--- config.mk ---
export PLATFORM = sky130hd
export DESIGN_NAME = btn_pulse_conditioner
export DESIGN_NICKNAME = d
export VERILOG_FILES = /design/src/rtl/btn_pulse_pkg.sv /design/src/rtl/btn_debounce_chan.sv /design/src/rtl/btn_pulse_conditioner.sv
export SDC_FILE = /design/constraint.sdc
export NUM_CORES = 1
export LEC_CHECK = 0
export CORE_UTILIZATION = 69
export CTS_BUF_LIST = sky130_fd_sc_hd__clkbuf_8
export DETAILED_ROUTE_END_ITERATION = 7
export MAX_ROUTING_LAYER = met4
export PLACE_DENSITY_LB_ADDON = 0.15
export REMOVE_ABC_BUFFERS = 1
export SYNTH_ARGS = -nofsm -noshare
export SYNTH_HDL_FRONTEND = slang
export SYNTH_SLANG_ARGS = --single-unit
--- constraint.sdc ---
create_clock -name clk -period 4.9 [get_ports clk]
set_input_delay 0.735 -clock clk [delete_from_list [all_inputs] [get_ports clk]]
set_output_delay 0.735 -clock clk [all_outputs]
set_load 0.05 [all_outputs]
--- src/rtl/btn_pulse_pkg.sv ---
// Shared types and timing defaults for the push-button conditioning chain.
// Default counts assume a 25 kHz system clock.
package btn_pulse_pkg;

  typedef enum logic [1:0] {
    IDLE = 2'd0,
    HOLD = 2'd1,
    RPT  = 2'd2
  } state_t;

  localparam int DEF_DEBOUNCE_CYCLES = 125;    // 5 ms
  localparam int DEF_HOLD_CYCLES     = 12500;  // 500 ms
  localparam int DEF_REPEAT_CYCLES   = 2500;   // 100 ms

  // $clog2 returns 0 for 1; every counter needs at least one bit
  function automatic int clog2_min1(input int n);
    int w;
    w = $clog2(n);
    return (w < 1) ? 1 : w;
  endfunction

endpackage

--- src/rtl/btn_debounce_chan.sv ---
// One button channel: 2-FF synchroniser, integrating debounce, and a press/hold/repeat
// FSM that emits an unregistered one-cycle request pulse.
module btn_debounce_chan
  import btn_pulse_pkg::*;
#(
  parameter int DEBOUNCE_CYCLES = DEF_DEBOUNCE_CYCLES,
  parameter int HOLD_CYCLES     = DEF_HOLD_CYCLES,
  parameter int REPEAT_CYCLES   = DEF_REPEAT_CYCLES,
  parameter int REPEAT_EN       = 1
) (
  input  logic clk,
  input  logic rst,
  input  logic raw,
  output logic level,
  output logic pulse_raw
);

  localparam int DW = clog2_min1(DEBOUNCE_CYCLES + 1);
  localparam int HW = clog2_min1(HOLD_CYCLES + 1);
  localparam int RW = clog2_min1(REPEAT_CYCLES + 1);

  localparam logic [DW-1:0] DC_LAST = DW'(DEBOUNCE_CYCLES - 1);
  localparam logic [HW-1:0] HC_LAST = HW'(HOLD_CYCLES - 1);
  localparam logic [HW-1:0] HC_SAT  = HW'(HOLD_CYCLES);
  localparam logic [RW-1:0] RC_LAST = RW'(REPEAT_CYCLES - 1);

  logic          sync_p0;
  logic          sync_p1;
  logic [DW-1:0] dc;
  logic [HW-1:0] hc;
  logic [RW-1:0] rc;
  state_t        state;
  state_t        state_n;
  logic          hold_done;
  logic          rpt_done;

  // Stage p0/p1: metastability guard; nothing else looks at raw
  always_ff @(posedge clk) begin
    if (!rst) begin
      sync_p0 <= 1'b0;
      sync_p1 <= 1'b0;
    end else begin
      sync_p0 <= raw;
      sync_p1 <= sync_p0;
    end
  end

  // Debounce: level follows the synchronised input only after an unbroken disagreement run
  always_ff @(posedge clk) begin
    if (!rst) begin
      dc    <= '0;
      level <= 1'b0;
    end else if (sync_p1 == level) begin
      dc <= '0;
    end else if (dc == DC_LAST) begin
      level <= sync_p1;
      dc    <= '0;
    end else begin
      dc <= dc + DW'(1);
    end
  end

  assign hold_done = (state == HOLD) && (hc == HC_LAST) && (REPEAT_EN != 0);
  assign rpt_done  = (state == RPT) && (rc == RC_LAST);

  always_ff @(posedge clk) begin
    if (!rst) begin
      state <= IDLE;
    end else begin
      state <= state_n;
    end
  end

  always_comb begin
    state_n = state;
    if (!level) begin
      state_n = IDLE;
    end else begin
      unique case (state)
        IDLE:    state_n = HOLD;
        HOLD:    state_n = hold_done ? RPT : HOLD;
        RPT:     state_n = RPT;
        default: state_n = IDLE;
      endcase
    end
  end

  always_comb begin
    pulse_raw = 1'b0;
    if (level) begin
      unique case (state)
        IDLE:    pulse_raw = 1'b1;
        HOLD:    pulse_raw = hold_done;
        RPT:     pulse_raw = rpt_done;
        default: pulse_raw = 1'b0;
      endcase
    end
  end

  // hc parks at HOLD_CYCLES when repeat is off, so it can never wrap back onto HC_LAST
  always_ff @(posedge clk) begin
    if (!rst) begin
      hc <= '0;
      rc <= '0;
    end else begin
      if ((state != HOLD) || !level) begin
        hc <= '0;
      end else if (hc != HC_SAT) begin
        hc <= hc + HW'(1);
      end

      if ((state != RPT) || !level || rpt_done) begin
        rc <= '0;
      end else begin
        rc <= rc + RW'(1);
      end
    end
  end

endmodule

--- src/rtl/btn_pulse_conditioner.sv ---
// Turns raw push-button levels into clean single-cycle inc/dec request pulses,
// dropping any cycle in which more than one channel would fire.
module btn_pulse_conditioner
  import btn_pulse_pkg::*;
#(
  parameter int NUM_BTN         = 2,
  parameter int DEBOUNCE_CYCLES = DEF_DEBOUNCE_CYCLES,
  parameter int HOLD_CYCLES     = DEF_HOLD_CYCLES,
  parameter int REPEAT_CYCLES   = DEF_REPEAT_CYCLES,
  parameter int REPEAT_EN       = 1,
  parameter int EXCLUSIVE       = 1
) (
  input  logic               clk,
  input  logic               rst,
  input  logic [NUM_BTN-1:0] btn_raw,
  output logic [NUM_BTN-1:0] btn_level,
  output logic [NUM_BTN-1:0] btn_pulse
);

  logic [NUM_BTN-1:0] pulse_raw;
  logic [NUM_BTN-1:0] pulse_p0;

  function automatic logic multi_hot(input logic [NUM_BTN-1:0] v);
    int n;
    n = 0;
    for (int i = 0; i < NUM_BTN; i++) begin
      n += int'(v[i]);
    end
    return (n > 1);
  endfunction

  for (genvar g = 0; g < NUM_BTN; g++) begin : g_chan
    btn_debounce_chan #(
      .DEBOUNCE_CYCLES (DEBOUNCE_CYCLES),
      .HOLD_CYCLES     (HOLD_CYCLES),
      .REPEAT_CYCLES   (REPEAT_CYCLES),
      .REPEAT_EN       (REPEAT_EN)
    ) u_chan (
      .clk       (clk),
      .rst       (rst),
      .raw       (btn_raw[g]),
      .level     (btn_level[g]),
      .pulse_raw (pulse_raw[g])
    );
  end

  // Conflicting requests cancel; the channel FSMs keep running so later repeats still fire
  always_comb begin
    pulse_p0 = pulse_raw;
    if ((EXCLUSIVE != 0) && multi_hot(pulse_raw)) begin
      pulse_p0 = '0;
    end
  end

  // Stage p1: registered output toward the counter block
  always_ff @(posedge clk) begin
    if (!rst) begin
      btn_pulse <= '0;
    end else begin
      btn_pulse <= pulse_p0;
    end
  end

endmodule

Word-level counts from Yosys, hierarchy flattened
Cells that the tools add are included.
- add/sub/neg operators: 7
- divide/modulo/power cells: 0
- muxes and demuxes: 8
- eq/ne operators: 18
- reductions and logical operators: 25
- multiply operators: 0
- shift operators: 0
- $lt $le $gt $ge: 1
- bitwise operators: 3
- operator list (kind ; count):
    adder 14 x 1 -> 14 bit, second input constant ; 2
    == test 14 bit, second input constant ; 2
    != test 14 bit, second input constant ; 2
    adder 12 x 1 -> 12 bit, second input constant ; 2
    == test 12 bit, second input constant ; 2
    adder 7 x 1 -> 7 bit, second input constant ; 2
    == test 7 bit, second input constant ; 2
    one-hot mux 2 bit (3 select lines) ; 2
    OR reduction 2 bit ; 5
    AND reduction 2 bit ; 4
    logical OR 1 bit ; 6
    one-hot mux 1 bit (3 select lines) ; 2
    OR reduction 3 bit ; 2
    == test 2 x 1 -> 1 bit, second input constant ; 2
    == test 2 bit, second input constant ; 2
    logical AND 1 bit ; 4
    logical NOT 2 bit ; 2
    2-to-1 mux 2 bit ; 2
    != test 2 x 1 -> 1 bit, second input constant ; 2
    != test 2 bit, second input constant ; 2
    inverter 1 bit ; 3
    adder 1 x 1 -> 2 bit ; 1
    == test 1 bit ; 2
    greater-than comparator 2 x 1 -> 1 bit, second input constant ; 1
    2 further kinds ; 4
- output and inout bits: 4
- memories: 0
- ROM bits: 0
- bits in latches: 0
- flip-flop bits (word level): 78
- logic and storage cells: 77
- RAM bits: 0

Logic depth before layout (Yosys ltp)
- depth in word-level cells: 7
- mapped depth: 6

Cells and area by module
From an unflattened synthesis, not the netlist that was laid out.
- cell total of the unflattened synthesis: 378
- area, all modules: 3385.7 µm²
- by module, submodules not included (module ; area each (µm²) ; times used ; cells each):
    btn_debounce_chan ; 1664.1 ; 2 ; 187
    btn_pulse_conditioner ; 57.6 ; 1 ; 4

Least setup slack after synthesis
Ideal clock, no wire load.
- kind: register to register
- start point: register g_chan[0].u_chan.hc[9]
- end point: register btn_pulse[0]
- arrival time: 1815 ps
- path buffers: 0
- required time: 4839 ps
- path slack: 3024 ps
- cell stages (with the launch flop): 5
- period minus slack after synthesis: 1876 ps
- cells stage by stage: dfxtp_1 -> or4b_1 -> or4_4 -> o32ai_2 -> and4_1
- cells in the longest elaborated chain, start to end: 7
- ends and longest elaborated chain (what ; RTL line ; text):
    start, declared ; btn_debounce_chan.sv:30 ; logic [HW-1:0] hc;
    start signal, assigned ; btn_debounce_chan.sv:109 ; hc <= hc + HW'(1);
    == test 14 bit (*) ; btn_debounce_chan.sv:63 ; assign hold_done = (state == HOLD) && (hc == HC_LAST) && (REPEAT_EN != 0);
    logical AND 1 bit (*) ; btn_debounce_chan.sv:63 ;
    one-hot mux 1 bit (3 select lines) (*) ; btn_debounce_chan.sv:91 ; unique case (state)
    2-to-1 mux 1 bit (*) ; btn_debounce_chan.sv:90 ; if (level) begin
    adder 1 x 1 -> 2 bit ; btn_pulse_conditioner.sv:27 ; n += int'(v[i]);
    greater-than comparator 2 x 1 -> 1 bit ; btn_pulse_conditioner.sv:29 ; return (n > 1);
    OR reduction 2 bit (no source line) ; - ;
    end signal, assigned ; btn_pulse_conditioner.sv:60 ; btn_pulse <= pulse_p0;
    end, declared ; btn_pulse_conditioner.sv:17 ; output logic [NUM_BTN-1:0] btn_pulse
Mark *: on every way between the ends. The rest lies on a longest branch, timed or not.
A chain may end at the register's enable or synchronous reset.

Worst setup path in the final report
- start point: register g_chan[0].u_chan.level
- end point: output btn_level[0]
- RTL lines (what ; RTL line ; text):
    start, declared ; btn_debounce_chan.sv:14 ; output logic level,
    start signal, assigned ; btn_debounce_chan.sv:56 ; level <= sync_p1;
    end, declared ; btn_pulse_conditioner.sv:16 ; output logic [NUM_BTN-1:0] btn_level,
No word-level cell between the ends.

==> results.py <==
metrics = {
    "clock_tree": {
        "post_cts_resized": 0,
        "numClockSinks": 78,
        "cts-root-buf": "clkbuf_8",
        "cts_buffer_depth": 2,
        "cts_tree": "built",
        "insertion_delay_ns": 0.35,
        "cts_hold_buffers": 0,
        "numCtsBuffers": 9,
        "cts.clk_slew.worst_paths_ns": 0.08,
        "postCtsSetupBuffers": 0,
        "htreeDepth": 3,
    },
    "run_status": {
        "status": "complete, no violations",
    },
    "synthesis": {
        "yosysWarnings": 0,
        "syn_area_mm2": 0.003410,
        "ys_seq_elements": 78,
        "ys_types": 40,
        "netlist_instances": 389,
        "avgSynthCellArea_um2": 8.765,
        "synth-seq-area-share_pct": 45.80,
    },
    "timing": {
        "setup_violations": 0,
        "slew_headroom_pct": 43.73,
        "fin_crit_ns": 2.410,
        "min_period_over_period_pct": 49.18,
        "tightest_slew_ns": 0.8363,
        "finalMaxSlewViolations": 0,
        "timing.setup.tns_ns": 0,
        "hold_viol_final": 0,
        "rsz0062_at_grt": "no",
        "clock_skew_ns": 0.008999,
        "fmax_ghz": 0.4150,
    },
    "grt": {
        "antenna_found_initial": 0,
        "grt-ovfl-total": 0,
        "first_global_vias": 2523,
        "grt_pass1_wl_um": 10680,
        "grt_max_degree": 16,
        "grt_use_total_pct": 27.06,
    },
    "die": {
        "num_rows": 25,
        "io-pin-count": 8,
        "die_w_um": 72.30,
        "design.die.area_mm2": 0.005227,
        "fp.coreArea_mm2": 0.004723,
        "start_util_pct": 72.19,
        "die_h_um": 72.30,
    },
    "worst_setup_path": {
        "cp_max_fo": 8,
        "worstSetupEndpointType": "primary output",
        "cp_cell_sequence": "clkdlybuf4s50_1",
        "start_kind": "register",
        "max_stage_delay_ns": 0.87,
        "cp.arrival_ns": 1.67,
        "critPathBufInv": 1,
        "critPathKind": "register to primary output",
        "cp.required_ns": 4.16,
        "cp_slowest_cell": "clkdlybuf4s50_1",
        "crit_family": "buffers and inverters",
    },
    "detailed_routing": {
        "drt-total-wl_um": 6144,
        "vias_per_cell": 5.567,
        "vias": 2622,
        "wire_per_inst_um": 13.04,
        "route.detailed.drc": 0,
        "ant_nets": 0,
        "first_iter_violations": 129,
        "dr.pass1.iters": 4,
    },
    "final_layout": {
        "instances_no_fill": 471,
        "antennaDiodeCount": 0,
        "fin_area_mm2": 0.003744,
        "synthToLayoutAreaGrowth_pct": 9.798,
        "fin_nets": 413,
        "drive_above_1_share_pct": 5.941,
    },
    "power_and_ir_drop": {
        "p_leak_uw": 0.001174,
        "p_per_area_mw_per_mm2": 308.7,
        "ir_worst_vdd_v": 0.0002520,
    },
    "hold_path": {
        "min_path_type": "register to register",
    },
    "place": {
        "hpwl_um": 4190,
        "detailed_place.area_mm2": 0.003525,
        "dp.cells": 455,
        "place_congestion": 0.7908,
        "portBuffers": 7,
    },
    "flow_run": {
        "maxCapViolCount": 0,
    },
}
[cells by family after synthesis]
family                   synth area share [%]
AO/OA/AOI/OAI                           3.780
XOR/XNOR                                12.59
adder cells (fa/ha/maj)                 3.670
buffers and inverters                   3.890
flip-flops                              45.80
multiplexers                            1.468
AND/OR/NAND/NOR                         28.81
[cell usage after synthesis (all sizes together)]
cell    instances  area (um2)
dfxtp          78        1562
nor2           71       266.5
xnor2          31       271.5
nand3          29       145.1
inv            25       93.84
nand2          23       86.33
xor2           18       157.7
nor3           14       70.07
ha             10       125.1
nor4            9       56.30
a21oi           8       40.04
nand4           8       50.05
or3             8       51.30
and3            6       38.79
o21ai           6       30.03
clkbuf          5       18.77
mux2i           5       50.05
and2            4       25.02
and4            3       26.28
buf             3       20.01
nor4b           3       26.28
or3b            3       26.28
nand3b          2       15.01
nor2b           2       12.51
or4             2       18.77
or4b            2       20.02
or4bb           2       22.52
a22oi           1       7.510
a31o            1       8.760
a31oi           1       6.260
nand2b          1       6.260
nand4b          1       8.760
nor4bb          1       10.01
o2111a          1       11.26
o32ai           1       16.27
o41ai           1       8.760
[placed cells by master (no fill, tap or decap), types with 4 or more instances in the layout]
| cell | instances |
|---|---|
| a21oi_1 | 8 |
| and2_1 | 4 |
| and3_1 | 5 |
| clkbuf_8 | 13 |
| clkdlybuf4s50_1 | 7 |
| dfxtp_1 | 78 |
| ha_1 | 10 |
| inv_1 | 25 |
| mux2i_1 | 5 |
| nand2_1 | 23 |
| nand3_1 | 29 |
| nand4_1 | 8 |
| nor2_1 | 71 |
| nor3_1 | 14 |
| nor4_1 | 9 |
| o21ai_0 | 6 |
| or3_1 | 7 |
| xnor2_1 | 31 |
| xor2_1 | 18 |
[per-stage QoR]
stage | hold slack (ns) | power [uW] | setup slack [ns] | util, %
after floorplan | 0.4118 | 654.3 | 3.024 | -
after global placement | 0.4205 | 658.6 | 2.501 | 74.62
after detailed placement | 0.4279 | 658.9 | 2.424 | 74.62
after CTS | 0.4370 | 1161 | 2.461 | 79.26
after global routing | 0.4523 | 1187 | 2.430 | 79.26
final | 0.4280 | 1156 | 2.490 | 79.26
[layout make-up]
class / instances / area (um2)
Sequential cell: 78 / 1562
Inverter: 25 / 93.84
Multi-Input combinational cell: 278 / 1715
Clock buffer: 13 / 178.9
Fill cell: 316 / 979.7
Timing Repair Buffer: 7 / 70.07
Clock inverter: 3 / 40.04
Tap cell: 67 / 83.83
[report_power, final]
group	internal [uW]	total, uW	switching (uW)
combinational	3.95	7.32	3.37
sequential	635	637	1.23
clock	289	512	222
total	929	1160	227
[state kept, by name, summed over array words and instances (netlist names)]
name,count
g_chan.u_chan.sync_p1,2
g_chan.u_chan.dc,14
g_chan.u_chan.rc,24
btn_pulse,2
g_chan.u_chan.level,2
g_chan.u_chan.hc,28
g_chan.u_chan.state,4
g_chan.u_chan.sync_p0,2
[final timing paths]
kind	startpoint	endpoint	slack [ns]	depth (start not counted)
setup / recovery	g_chan[0].u_chan.level	btn_level[0]	2.49	1
setup reg to reg	g_chan[1].u_chan.rc[3]	g_chan[1].u_chan.rc[7]	2.76	4
hold reg to reg	g_chan[0].u_chan.sync_p0	g_chan[0].u_chan.sync_p1	0.43	1
hold / removal	g_chan[0].u_chan.sync_p0	g_chan[0].u_chan.sync_p1	0.43	1
[per-layer routing]
| metal | wire length, um | global-route usage, % | vias up |
|---|---|---|---|
| met4 | 188 | 15.03 | 0 |
| met1 | 2808 | 31.20 | 1220 |
| li1 | - | - | 1336 |
| met2 | 2975 | 44.86 | 47 |
| met3 | 172 | 4.444 | 19 |
| met5 | 0 | - | - |
Note: power is estimated with default switching activity, not from simulation.
